### config.mk
export PLATFORM = sky130hd
export DESIGN_NAME = pool_window_sequencer
export DESIGN_NICKNAME = d
export VERILOG_FILES = /design/src/rtl/pool_window_sequencer.sv
export SDC_FILE = /design/constraint.sdc
export NUM_CORES = 1
export LEC_CHECK = 0
export ABC_AREA = 1
export BUFFER_PORTS_ARGS = -buffer_cell sky130_fd_sc_hd__buf_2
export CORE_UTILIZATION = 45
export DETAILED_ROUTE_END_ITERATION = 16
export SYNTH_ARGS = -nofsm -noshare
export SYNTH_HDL_FRONTEND = slang
export SYNTH_SLANG_ARGS = --single-unit
### constraint.sdc
create_clock -name clk -period 3.9 [get_ports clk]
set_input_delay 0.585 -clock clk [delete_from_list [all_inputs] [get_ports clk]]
set_output_delay 0.585 -clock clk [all_outputs]
set_load 0.03 [all_outputs]
### src/rtl/pool_window_sequencer.sv
// pool_window_sequencer: walks a buffer of CHANNELS maps in 2x2 windows. Each
// window gets four source reads, the external pool unit accumulates the returned
// pixels, and the pooled result is written to the window index.
// Ports:
//   clk, reset      rising-edge clock, synchronous active-high reset
//   start           request to pool the whole buffer (honoured only when idle)
//   busy, done      job active / one-cycle completion pulse
//   rd_en, rd_addr  source read strobe and pixel address (data returns next cycle)
//   pool_reset      zeroes the pool unit (high whenever idle, incl. the accept cycle)
//   pool_run        pool unit compare-and-accumulate, aligned with returned data
//   pool_clear      pool unit window close
//   pool_result     pool unit registered result
//   wr_en, wr_addr, wr_data  destination write of one pooled value
module pool_window_sequencer #(
  parameter int unsigned DATA_WIDTH = 16,
  parameter int unsigned ADDR_WIDTH = 12,
  parameter int unsigned IMG_W      = 28,
  parameter int unsigned IMG_H      = 28,
  parameter int unsigned CHANNELS   = 1
) (
  input  logic                         clk,
  input  logic                         reset,
  input  logic                         start,
  output logic                         busy,
  output logic                         done,
  output logic                         rd_en,
  output logic [ADDR_WIDTH-1:0]        rd_addr,
  output logic                         pool_reset,
  output logic                         pool_run,
  output logic                         pool_clear,
  input  logic signed [DATA_WIDTH-1:0] pool_result,
  output logic                         wr_en,
  output logic [ADDR_WIDTH-1:0]        wr_addr,
  output logic signed [DATA_WIDTH-1:0] wr_data
);

  localparam int unsigned N_WIN = CHANNELS * (IMG_W / 2) * (IMG_H / 2);
  localparam logic [ADDR_WIDTH-1:0] LAST_WIN = ADDR_WIDTH'(N_WIN - 1);
  localparam logic [ADDR_WIDTH-1:0] LAST_COL = ADDR_WIDTH'(IMG_W - 2);
  localparam logic [ADDR_WIDTH-1:0] ROW_OFF  = ADDR_WIDTH'(IMG_W);
  // From the last window of a row pair to the first of the next pair (or of the
  // next channel, which is the same stride since maps are stored back-to-back).
  localparam logic [ADDR_WIDTH-1:0] ROW_STEP = ADDR_WIDTH'(IMG_W + 2);

  localparam logic [1:0] IDLE  = 2'd0;
  localparam logic [1:0] FETCH = 2'd1;
  localparam logic [1:0] DRAIN = 2'd2;

  logic [1:0]            state_q, state_d;
  logic [2:0]            phase_q, phase_d;   // slot within the 5-cycle window period
  logic [ADDR_WIDTH-1:0] base_q, base_d;     // top-left pixel address of current window
  logic [ADDR_WIDTH-1:0] col_q, col_d;
  logic [ADDR_WIDTH-1:0] win_q, win_d;       // window being read
  logic [ADDR_WIDTH-1:0] wr_cnt_q, wr_cnt_d; // next destination index
  logic                  rd_en_d, pool_clear_d, done_d;
  logic [ADDR_WIDTH-1:0] rd_addr_d, wr_addr_d;
  logic signed [DATA_WIDTH-1:0] wr_hold_q;

  // Next-state, counter and next-cycle strobe logic
  always_comb begin
    state_d      = state_q;
    phase_d      = phase_q;
    base_d       = base_q;
    col_d        = col_q;
    win_d        = win_q;
    wr_cnt_d     = wr_cnt_q;
    rd_en_d      = 1'b0;
    rd_addr_d    = rd_addr;
    pool_clear_d = 1'b0;
    wr_addr_d    = wr_addr;
    done_d       = 1'b0;

    case (state_q)
      IDLE: begin
        if (start) begin
          state_d  = FETCH;
          phase_d  = 3'd0;
          base_d   = '0;
          col_d    = '0;
          win_d    = '0;
          wr_cnt_d = '0;
        end
      end
      FETCH: begin
        phase_d = (phase_q == 3'd4) ? 3'd0 : phase_q + 3'd1;
        if (phase_q == 3'd3) begin
          if (win_q == LAST_WIN) begin
            state_d = DRAIN;
          end else begin
            win_d = win_q + ADDR_WIDTH'(1);
            if (col_q == LAST_COL) begin
              col_d  = '0;
              base_d = base_q + ROW_STEP;
            end else begin
              col_d  = col_q + ADDR_WIDTH'(2);
              base_d = base_q + ADDR_WIDTH'(2);
            end
          end
        end
      end
      DRAIN: begin
        phase_d = (phase_q == 3'd4) ? 3'd0 : phase_q + 3'd1;
        if (wr_en) begin
          state_d = IDLE;
          done_d  = 1'b1;
        end
      end
      default: state_d = IDLE;
    endcase

    // Slots 0..3 read (r,c),(r,c+1),(r+1,c),(r+1,c+1); slot 4 is idle
    if (state_d == FETCH && phase_d != 3'd4) begin
      rd_en_d   = 1'b1;
      rd_addr_d = base_d + (phase_d[1] ? ROW_OFF : '0) + ADDR_WIDTH'(phase_d[0]);
    end

    // A run in slot 4 is the window's fourth sample; close it next cycle
    pool_clear_d = pool_run && (phase_q == 3'd4);
    if (pool_clear_d) begin
      wr_addr_d = wr_cnt_q;
      wr_cnt_d  = wr_cnt_q + ADDR_WIDTH'(1);
    end
  end

  // State and registered outputs
  always_ff @(posedge clk) begin
    if (reset) begin
      state_q    <= IDLE;
      phase_q    <= '0;
      base_q     <= '0;
      col_q      <= '0;
      win_q      <= '0;
      wr_cnt_q   <= '0;
      busy       <= 1'b0;
      done       <= 1'b0;
      rd_en      <= 1'b0;
      rd_addr    <= '0;
      pool_reset <= 1'b1;
      pool_run   <= 1'b0;
      pool_clear <= 1'b0;
      wr_en      <= 1'b0;
      wr_addr    <= '0;
      wr_hold_q  <= '0;
    end else begin
      state_q    <= state_d;
      phase_q    <= phase_d;
      base_q     <= base_d;
      col_q      <= col_d;
      win_q      <= win_d;
      wr_cnt_q   <= wr_cnt_d;
      busy       <= (state_d != IDLE);
      done       <= done_d;
      rd_en      <= rd_en_d;
      rd_addr    <= rd_addr_d;
      pool_reset <= (state_d == IDLE);
      pool_run   <= rd_en;
      pool_clear <= pool_clear_d;
      wr_en      <= pool_clear_d;
      wr_addr    <= wr_addr_d;
      if (wr_en) wr_hold_q <= pool_result;
    end
  end

  // pool_result is only final in the close cycle, so pass it through then and
  // hold the last written value otherwise.
  assign wr_data = wr_en ? pool_result : wr_hold_q;

endmodule

# --- After elaboration in Yosys (flattened, before gate mapping) ---
# Index checks and enable logic that the tools add are counted.
classes:
  n_addsub: 8
  eq_ne: 11
  muxes: 27
  n_bitwise: 1
  reduce_logical: 12
op_table:
  columns: ["cell", "count"]
  rows:
  - ["12-bit 2-to-1 mux", 12]
  - ["12-bit one-hot mux with 2 select lines", 3]
  - ["12-bit by 1-bit adder with 12-bit output, second input constant", 2]
  - ["12-bit by 2-bit adder with 12-bit output, second input constant", 2]
  - ["16-bit 2-to-1 mux", 1]
  - ["12-bit by 1-bit adder with 12-bit output", 1]
  - ["12-bit by 5-bit adder with 12-bit output", 1]
  - ["12-bit by 5-bit adder with 12-bit output, second input constant", 1]
  - ["12-bit by 5-bit == test with 1-bit output, second input constant", 1]
  - ["12-bit by 8-bit == test with 1-bit output, second input constant", 1]
  - ["2-bit 2-to-1 mux", 4]
  - ["2-bit nonzero test", 4]
  - ["3-bit 2-to-1 mux", 2]
  - ["2-bit != test, second input constant", 3]
  - ["2-bit one-hot mux with 3 select lines", 1]
  - ["3-bit one-hot mux with 2 select lines", 1]
  - ["5-bit 2-to-1 mux", 1]
  - ["2-bit by 1-bit == test with 1-bit output, second input constant", 2]
  - ["2-bit zero test", 2]
  - ["4-bit AND reduction", 1]
  - ["2-bit OR reduction", 2]
  - ["3-bit by 1-bit adder with 3-bit output, second input constant", 1]
  - ["3-bit by 2-bit == test with 1-bit output, second input constant", 1]
  - ["3-bit == test, second input constant", 1]
  - ["6 further kinds", 8]
word_totals:
  register_bits: 99
  inputBits: 19
  elab_cells: 74

# --- Longest topological paths before layout ---
# Gate-level depths: netlist of run 1.
logic_depth:
  ltp_word: 7
  depth_mapped: 24

# --- Worst setup path after synthesis of run 1 ---
# OpenSTA, ideal clock, no wires.
synth_path:
  path_kind: "register to register"
  from: "register col_q[4]"
  to: "register rd_addr[10]"
  t_arrival_ns: 2.862
  required_time_ns: 3.791
  setup_slack_ns: 0.929
  stages_incl_launch_ff: 22
  path_buffers: 0
  period_less_slack_ns: 2.971
  cell_sequence: "dfxtp_1 -> inv_1 -> nor4_1 -> nand4_1 -> inv_1 -> ha_1 -> nand2_1 -> nand2_1 -> a31o_2 -> or2_2 -> nand3_1 -> nand2_1 -> ha_1 -> a21oi_1 -> nor2_4 -> nand2_1 -> nor2_2 -> nand2_1 -> nand2_1 -> nand3_1 -> nand2_1 -> inv_1"
synth_via:
  elab_chain_cells: 7
synth_rtl:
  columns: ["element", "line", "text"]
  rows:
  - ["start, declared", "52", "logic [ADDR_WIDTH-1:0] col_q, col_d;"]
  - ["start signal, assigned", "148", "col_q <= col_d;"]
  - ["12-bit by 5-bit == test with 1-bit output", "91", "if (col_q == LAST_COL) begin"]
  - ["12-bit 2-to-1 mux", "91", null]
  - ["12-bit 2-to-1 mux", "87", "if (win_q == LAST_WIN) begin"]
  - ["12-bit 2-to-1 mux", "86", "if (phase_q == 3'd3) begin"]
  - ["12-bit one-hot mux with 2 select lines", "73", "case (state_q)"]
  - ["named net base_d[4]", "51", "logic [ADDR_WIDTH-1:0] base_q, base_d;"]
  - ["12-bit by 5-bit adder with 12-bit output", "114", "rd_addr_d = base_d + (phase_d[1] ? ROW_OFF : '0) + ADDR_WIDTH'(phase_d[0]);"]
  - ["12-bit by 1-bit adder with 12-bit output", "114", null]
  - ["end signal, assigned", "154", "rd_addr <= rd_addr_d;"]
  - ["end, declared", "27", "output logic [ADDR_WIDTH-1:0] rd_addr,"]
# The timed path passes the listed nets, and every way through them passes these cells.
# A chain may end at the register's enable or synchronous reset.

# --- Final worst setup path of run 1 ---
# Same ends and word-level chain as after synthesis.

==> results of run 1 <==
synthesized netlist by cell type (7+ instances only):
cell type  number  share of area
nand2_2         7         0.0089
nand4_1        11          0.014
dfxtp_1        98           0.40
inv_2          15          0.011
nand3_1        30          0.031
ha_1           18          0.046
o21ai_1         9         0.0092
nand2_1       169           0.13
nor3_1          8         0.0081
a21oi_1        60          0.061
nor2_1         69          0.053
clkbuf_1        8         0.0061
inv_1          78          0.060
o21ai_0        21          0.021
worst max-delay path by stage:
stage	start	endpoint	slack (ns)
final	col_q[4]	rd_addr[10]	0.61
after global routing	col_q[4]	rd_addr[10]	0.30
after CTS	col_q[4]	rd_addr[10]	0.60
after detailed placement	col_q[4]	rd_addr[10]	0.62
after global placement	col_q[4]	rd_addr[10]	0.72
after floorplan	col_q[4]	rd_addr[10]	0.93
routing by layer:
metal,vias up,part of all wire
li1,2319,-
met3,11,0.034
met1,1984,0.49
met5,-,0
met2,62,0.46
met4,0,0.015
per-stage QoR:
step                       util  worst slack, ns  power (mW)  hold slack (ns)  area [um2]
after floorplan               -            0.929        1.22            0.416        4910
after global placement    0.511            0.719        1.28            0.407        5340
after detailed placement  0.511            0.625        1.29            0.414        5340
after CTS                 0.532            0.601        2.03            0.437        5570
after global routing      0.532            0.298        2.10            0.465        5570
final                     0.532            0.610        2.01            0.442        5570
worst max-delay path, delay by kind of cell, from the launching register on:
| kind | cells | cell delay (ns) |
|---|---|---|
| and+or+nand+nor | 14 | 1.57 |
| DFF | 1 | 0.38 |
| buffers and inverters | 3 | 0.26 |
| AOI/OAI and AO/OA | 2 | 0.35 |
| adders and majority gates | 2 | 0.64 |
layout by cell type (no fill, tap or decap), types with 2 or more instances in the layout:
cell type,Yosys,layout
a21oi_1,60,60
o21bai_1,3,3
o21ai_0,21,21
buf_4,1,3
nor3_1,8,8
nor2_2,5,5
clkbuf_8,0,10
inv_1,78,78
dfxtp_1,98,98
clkinvlp_4,0,2
nor3b_1,2,2
nand2_2,7,7
nor2_4,3,3
xnor2_1,4,4
a31oi_1,4,4
ha_1,18,18
a211oi_1,6,6
or2_2,2,2
nor2_1,69,69
o21ai_1,9,9
nand4_1,11,11
buf_2,6,65
clkinv_1,4,4
xor2_1,4,4
o21a_1,6,6
nand3_4,3,3
nand3_1,30,30
inv_2,15,15
nand2_1,169,169
bufinv_16,0,2
nor4_1,2,2
nand3_2,5,5
o21ai_2,3,3
flip-flops by register name, summed over array words and instances (netlist names):
signal and count:
base_q 12, busy 1, col_q 11, done 1, phase_q 3, pool_reset 1, pool_run 1, rd_addr 12
rd_en 1, state_q 2, win_q 12, wr_addr 12, wr_cnt_q 12, wr_en 1, wr_hold_q 16
power groups by stage:
stage,Clock (mW),Combinational [mW],Sequential (mW)
2_1_floorplan,0,0.125,1.10
3_3_place_gp,0,0.223,1.06
3_5_place_dp,0,0.227,1.06
4_1_cts,0.764,0.228,1.04
5_1_grt,0.806,0.253,1.04
6_report,0.745,0.224,1.04
kinds of logic after synthesis:
| kind of cell | after synthesis | share of synthesized area |
|---|---|---|
| XOR/XNOR | 8 | 0.0143 |
| AND/OR/NAND/NOR | 321 | 0.298 |
| adder cells (fa/ha/maj) | 19 | 0.0499 |
| flip-flops | 98 | 0.399 |
| buffers and inverters | 116 | 0.0924 |
| AO/OA/AOI/OAI | 123 | 0.146 |
layout make-up:
| class | instances | area share |
|---|---|---|
| sequential | 98 | 0.352 |
| tap | 136 | 0.0306 |
| clock buffer | 10 | 0.0247 |
| inverter | 97 | 0.0654 |
| clock inverter | 6 | 0.0160 |
| timing repair buffer | 68 | 0.0625 |
| multi-input combinational | 471 | 0.449 |
==> results.json, run 1 <==
{
  "grt_pass1_wl_um": 18500,
  "initial_core_util": 0.470,
  "antenna_found_initial": 0,
  "fillers": 1082,
  "setup-violations-final": 0,
  "r2r-start": "col_q[4]",
  "cpMostUsedCell": "nand2_1",
  "p_leak_nw": 2.56,
  "drc": 0,
  "grt_max_degree": 35,
  "cts_resized": 0,
  "fmax_mhz": 304,
  "ys.flop_type": "dfxtp_1",
  "vias_per_cell": 4.94,
  "synth_edf_count": 0,
  "dp_cells": 870,
  "p_int_mw": 1.47,
  "netlist_instances": 685,
  "vias": 4376,
  "critPathArrivalTime_ns": 3.57,
  "status": "finished clean",
  "tightest_slew_ns": 0.712,
  "clkTransAtPathRegs_ns": 0.10,
  "hp-class": "reg2reg",
  "ios": 66,
  "dp_hpwl_um": 7700,
  "clkPwrFrac": 0.372,
  "cp-end-kind": "flip-flop",
  "p_sw_mw": 0.539,
  "r2r_end": "rd_addr[10]",
  "clk_latency_ns": 0.38,
  "cts_tree": "built",
  "max_stage_delay_ns": 0.38,
  "clock_path_buffers": 2,
  "first_pass_iters": 4,
  "root_buffer": "clkbuf_8",
  "yosys_warnings": 0,
  "fin_tns_setup_ns": 0,
  "start_kind": "flip-flop",
  "area_delta_synth_final_pct": 13.3,
  "finalWirelength_um": 10500,
  "drive_above_1_share": 0.180,
  "busiest_layer": "met2",
  "post_cts_buffers": 0,
  "wl_per_cell_um": 11.9,
  "multi_input_area_um2": 2500,
  "holdCritStartpoint": "rd_en",
  "cp_slowest_cell": "dfxtp_1",
  "portBuffers": 65,
  "slew_violations": 0,
  "cts_sinks": 98,
  "worstPathMaxFanout": 5,
  "htreeDepth": 3,
  "grt_pass1_vias": 4172,
  "avgSynthCellArea_um2": 7.17,
  "finalCritPeriodShare": 0.844,
  "gp_congestion": 0.827,
  "rows": 37,
  "diodes": 0,
  "fin_nets": 783,
  "ys_types": 50,
  "maxCapViolations": 0,
  "drtIter0Drc": 182,
  "skew_ns": 0.0124,
  "seq_power_share": 0.517,
  "peakVddDrop_mv": 0.248,
  "synth_area_um2": 4910,
  "fin_crit_ns": 3.29,
  "met2_usage": 0.336,
  "worst_r2r_path_depth": 21,
  "grt_util_all_layers": 0.204,
  "powerDensity_nw_per_um2": 360,
  "power_frac_comb": 0.112,
  "hold_buffers": 0,
  "crit_chain": "inv_1 -> nor4_1 -> nand4_1 -> inv_1 -> ha_1 -> nand2_1 -> nand2_1 -> a31o_2 -> or2_2 -> nand3_1 -> nand2_1 -> ha_1 -> a21oi_1 -> nor2_4 -> nand2_1 -> nor2_2 -> nand2_1 -> nand2_1 -> nand3_1 -> nand2_1 -> inv_1",
  "whs_endpoint": "pool_run",
  "ant_nets": 0,
  "synth_nets": 723,
  "coreArea_um2": 10500,
  "hold_depth": 2,
  "rsz0062_at_grt": "no",
  "hold_viol": 0,
  "chipHeight_um": 106,
  "regToRegSetupSlack_ns": 0.61,
  "ys_async_sr_fraction": 0,
  "use_met3": 0.0417,
  "seq_area_um2": 1960,
  "swShare": 0.269,
  "die_width_um": 106,
  "ys_ff_latch": 98,
  "required_ns": 4.18,
  "critical_path_class": "reg2reg",
  "use_met1": 0.256,
  "die_area_um2": 11300,
  "grt_overflow_total": 0,
  "yosysSeqAreaShare": 0.399,
  "timing.slew.headroom": 0.525,
  "final_cells": 886,
  "cts-buffers-inserted": 9
}
Power figures use the tool's default switching activity.
==> inputs of run 2 (changes only) <==
--- a/config.mk
+++ b/config.mk
@@ -5,10 +5,11 @@
 export SDC_FILE = /design/constraint.sdc
 export NUM_CORES = 1
 export LEC_CHECK = 0
-export ABC_AREA = 1
+export ABC_AREA = 0
 export BUFFER_PORTS_ARGS = -buffer_cell sky130_fd_sc_hd__buf_2
 export CORE_UTILIZATION = 45
 export DETAILED_ROUTE_END_ITERATION = 16
+export PLACE_DENSITY = 0.67
 export SYNTH_ARGS = -nofsm -noshare
 export SYNTH_HDL_FRONTEND = slang
 export SYNTH_SLANG_ARGS = --single-unit
==> constraint.sdc (replaced) <==
create_clock -name clk -period 2.8 [get_ports clk]
set_input_delay 0.42 -clock clk [delete_from_list [all_inputs] [get_ports clk]]
set_output_delay 0.42 -clock clk [all_outputs]
set_load 0.03 [all_outputs]
==> run 2 against run 1 <==
The flow now finishes with violations (negative setup slack); synthesized area down 2.1%; cell count down 5.8%; sequential power up 36%; total power up 30%; setup slack worse by 1.4 ns; critical path depth down 6; die area down 2.0%; via count up 1.6%; maximum frequency down 9.0%; register-to-register slack worse by 1.4 ns; wire length up 15%.
==> results.json, run 2 <==
{
  "drtIter0Drc": 270,
  "ios": 66,
  "synth_common_cells": "dfxtp_1, nand2_1, nor2_1, a21oi_1, and2_1",
  "busiest_layer": "met2",
  "dp_cells": 808,
  "fillers": 878,
  "finalCritPeriodShare": 1.29,
  "worstPathMaxFanout": 4,
  "regMostFlops": "wr_hold_q",
  "synth_edf_count": 0,
  "yosysMostFrequentCell": "dfxtp_1",
  "cts-buffers-inserted": 9,
  "clk_latency_ns": 0.37,
  "yosysSeqAreaShare": 0.408,
  "finalWirelength_um": 12100,
  "powerDensity_nw_per_um2": 403,
  "vias": 4448,
  "grt_util_all_layers": 0.217,
  "hold_viol": 0,
  "final_cell_mix": "dfxtp_1, buf_4, nand2_1, buf_2, nor2_1",
  "chipHeight_um": 105,
  "fin_ws_ns": -0.814,
  "skew_ns": 0.0131,
  "layout_commonest_cell": "dfxtp_1",
  "setup-violations-final": 16,
  "largest_register_ff_count": 16,
  "maxCapViolations": 0,
  "p_leak_nw": 2.85,
  "ys.flop_type": "dfxtp_1",
  "violations": "negative setup slack",
  "yosys_warnings": 0,
  "status": "finished with violations",
  "postLayoutCoreUtil": 0.624,
  "start_kind": "flip-flop",
  "critPathArrivalTime_ns": 3.90,
  "first_pass_iters": 4,
  "drc": 0,
  "synth_area_leaders": "dfxtp_1, nand2_1, ha_1, mux2_2, a21oi_1",
  "hp-class": "in2reg",
  "die_width_um": 105,
  "grt_pass1_wl_um": 19600,
  "required_ns": 3.09,
  "ant_nets": 0,
  "netlist_instances": 549,
  "drive_above_1_share": 0.346,
  "dp_hpwl_um": 8410,
  "slew_violations": 0,
  "gp_congestion": 0.864,
  "antenna_found_initial": 0,
  "rows": 37,
  "die_area_um2": 11100,
  "synth_nets": 587,
  "wl_per_cell_um": 14.5,
  "synth_top_area_share": 0.408,
  "tightest_slew_ns": 0.561,
  "clkTransAtPathRegs_ns": 0.10,
  "portBuffers": 65,
  "critical_path_class": "reg2reg",
  "timing.slew.headroom": 0.626,
  "synth_area_um2": 4810,
  "diodes": 0,
  "fmax_mhz": 277,
  "fin_crit_ns": 3.61,
  "synth_top_cell_by_area": "dfxtp_1",
  "cts_tree": "built",
  "htreeDepth": 3,
  "grt_pass1_vias": 4305,
  "rsz0062_at_grt": "yes",
  "vias_per_cell": 5.33,
  "final_cell_area_um2": 6440,
  "coreArea_um2": 10300,
  "crit_chain": "nor4_2 -> nand4_1 -> or4b_4 -> inv_4 -> ha_4 -> a21o_1 -> a21oi_2 -> xnor2_1 -> a22o_1 -> ha_4 -> nand4_1 -> a21o_1 -> a2111oi_4 -> a31oi_1 -> o31ai_2",
  "use_met3": 0.0439,
  "use_met1": 0.273,
  "final_cells": 835,
  "ys_types": 62,
  "area_delta_synth_final_pct": 33.9,
  "cts_sinks": 98,
  "grt_max_degree": 26,
  "fin_nets": 732,
  "ys_async_sr_fraction": 0,
  "grt_overflow_total": 0,
  "ys_ff_latch": 98,
  "peakVddDrop_mv": 0.253,
  "cp_slowest_cell": "or4b_4",
  "clock_path_buffers": 2,
  "met2_usage": 0.372,
  "root_buffer": "clkbuf_8",
  "placed_area_um2": 5870,
  "fin_tns_setup_ns": -6.70,
  "avgSynthCellArea_um2": 8.77,
  "cp-end-kind": "flip-flop",
  "max_stage_delay_ns": 0.54,
  "initial_core_util": 0.466
}
-- run 2: cell types whose count changed after synthesis, sizes merged, moves of 15 or more --
cell	before	now
o21ai	33	14
mux2	0	18
nand2	177	70
and2	0	27
nor2	77	52
and3	0	15
inv	93	16
a21oi	61	39
-- run 2: path summary, 6_finish.rpt --
path | slack (ns) | from | endpoint | cells after the start
max | -0.81 | col_q[6] | rd_addr[11] | 15
min reg2reg | 0.46 | wr_addr[3] | wr_addr[3] | 2
max reg2reg | -0.81 | col_q[6] | rd_addr[11] | 15
min | 0.39 | pool_result[10] | wr_hold_q[10] | 3
-- run 2: kinds of logic after synthesis --
| group | count (synthesis) | share of synthesized area |
|---|---|---|
| and+or+nand+nor | 241 | 0.258 |
| adders and majority gates | 19 | 0.0510 |
| DFF | 98 | 0.408 |
| muxes | 20 | 0.0489 |
| buffers and inverters | 39 | 0.0335 |
| AOI/OAI and AO/OA | 105 | 0.152 |
| xor gates and xnor gates | 27 | 0.0491 |
-- run 2: power by group --
part	switching (mW)	internal, mW	total [mW]	leakage [nW]
Combinational	0.164	0.0976	0.262	1.96
Sequential	0.00697	1.41	1.41	0.791
Clock	0.553	0.369	0.922	0.0973
-- run 2: cell type report --
type	instances	area, um2	share of cell area
Tap cell	136	170	0.0264
Multi-Input combinational cell	412	3000	0.466
Timing Repair Buffer	157	1050	0.164
Clock buffer	10	138	0.0214
Sequential cell	98	1960	0.305
Clock inverter	6	56.3	0.00874
Inverter	16	62.6	0.00971
-- run 2: through the flow --
step           setup slack [ns]  hold slack (ns)  power, mW
6_report                 -0.814            0.393       2.60
5_1_grt                  -0.995            0.375       2.70
4_1_cts                  -0.825            0.379       2.61
3_5_place_dp             -0.837            0.443       1.69
3_3_place_gp             -0.703            0.438       1.69
2_1_floorplan            -0.572            0.441       1.59
-- run 2: metal layers --
layer	wire, um	share of wire	up-vias
li1	-	-	2209
met1	5560	0.46	2132
met2	6020	0.50	92
met3	372	0.031	15
met4	179	0.015	0
met5	0	0	-
-- run 2: worst max-delay path: cells and delay by family, from the launching register on --
family	cells	cell delay (ns)
DFF	1	0.34
adders and majority gates	2	0.47
xor gates and xnor gates	1	0.07
and+or+nand+nor	4	0.99
buffers and inverters	1	0.09
AOI/OAI and AO/OA	7	1.58
-- run 2: timing repair --
item | CTS | global route
setup buffers | 7 | 9
resized for setup | 31 | 22
hold buffers | 0 | 0
setup endpoints to repair | 16 | 17
pin swaps | 14 | 21
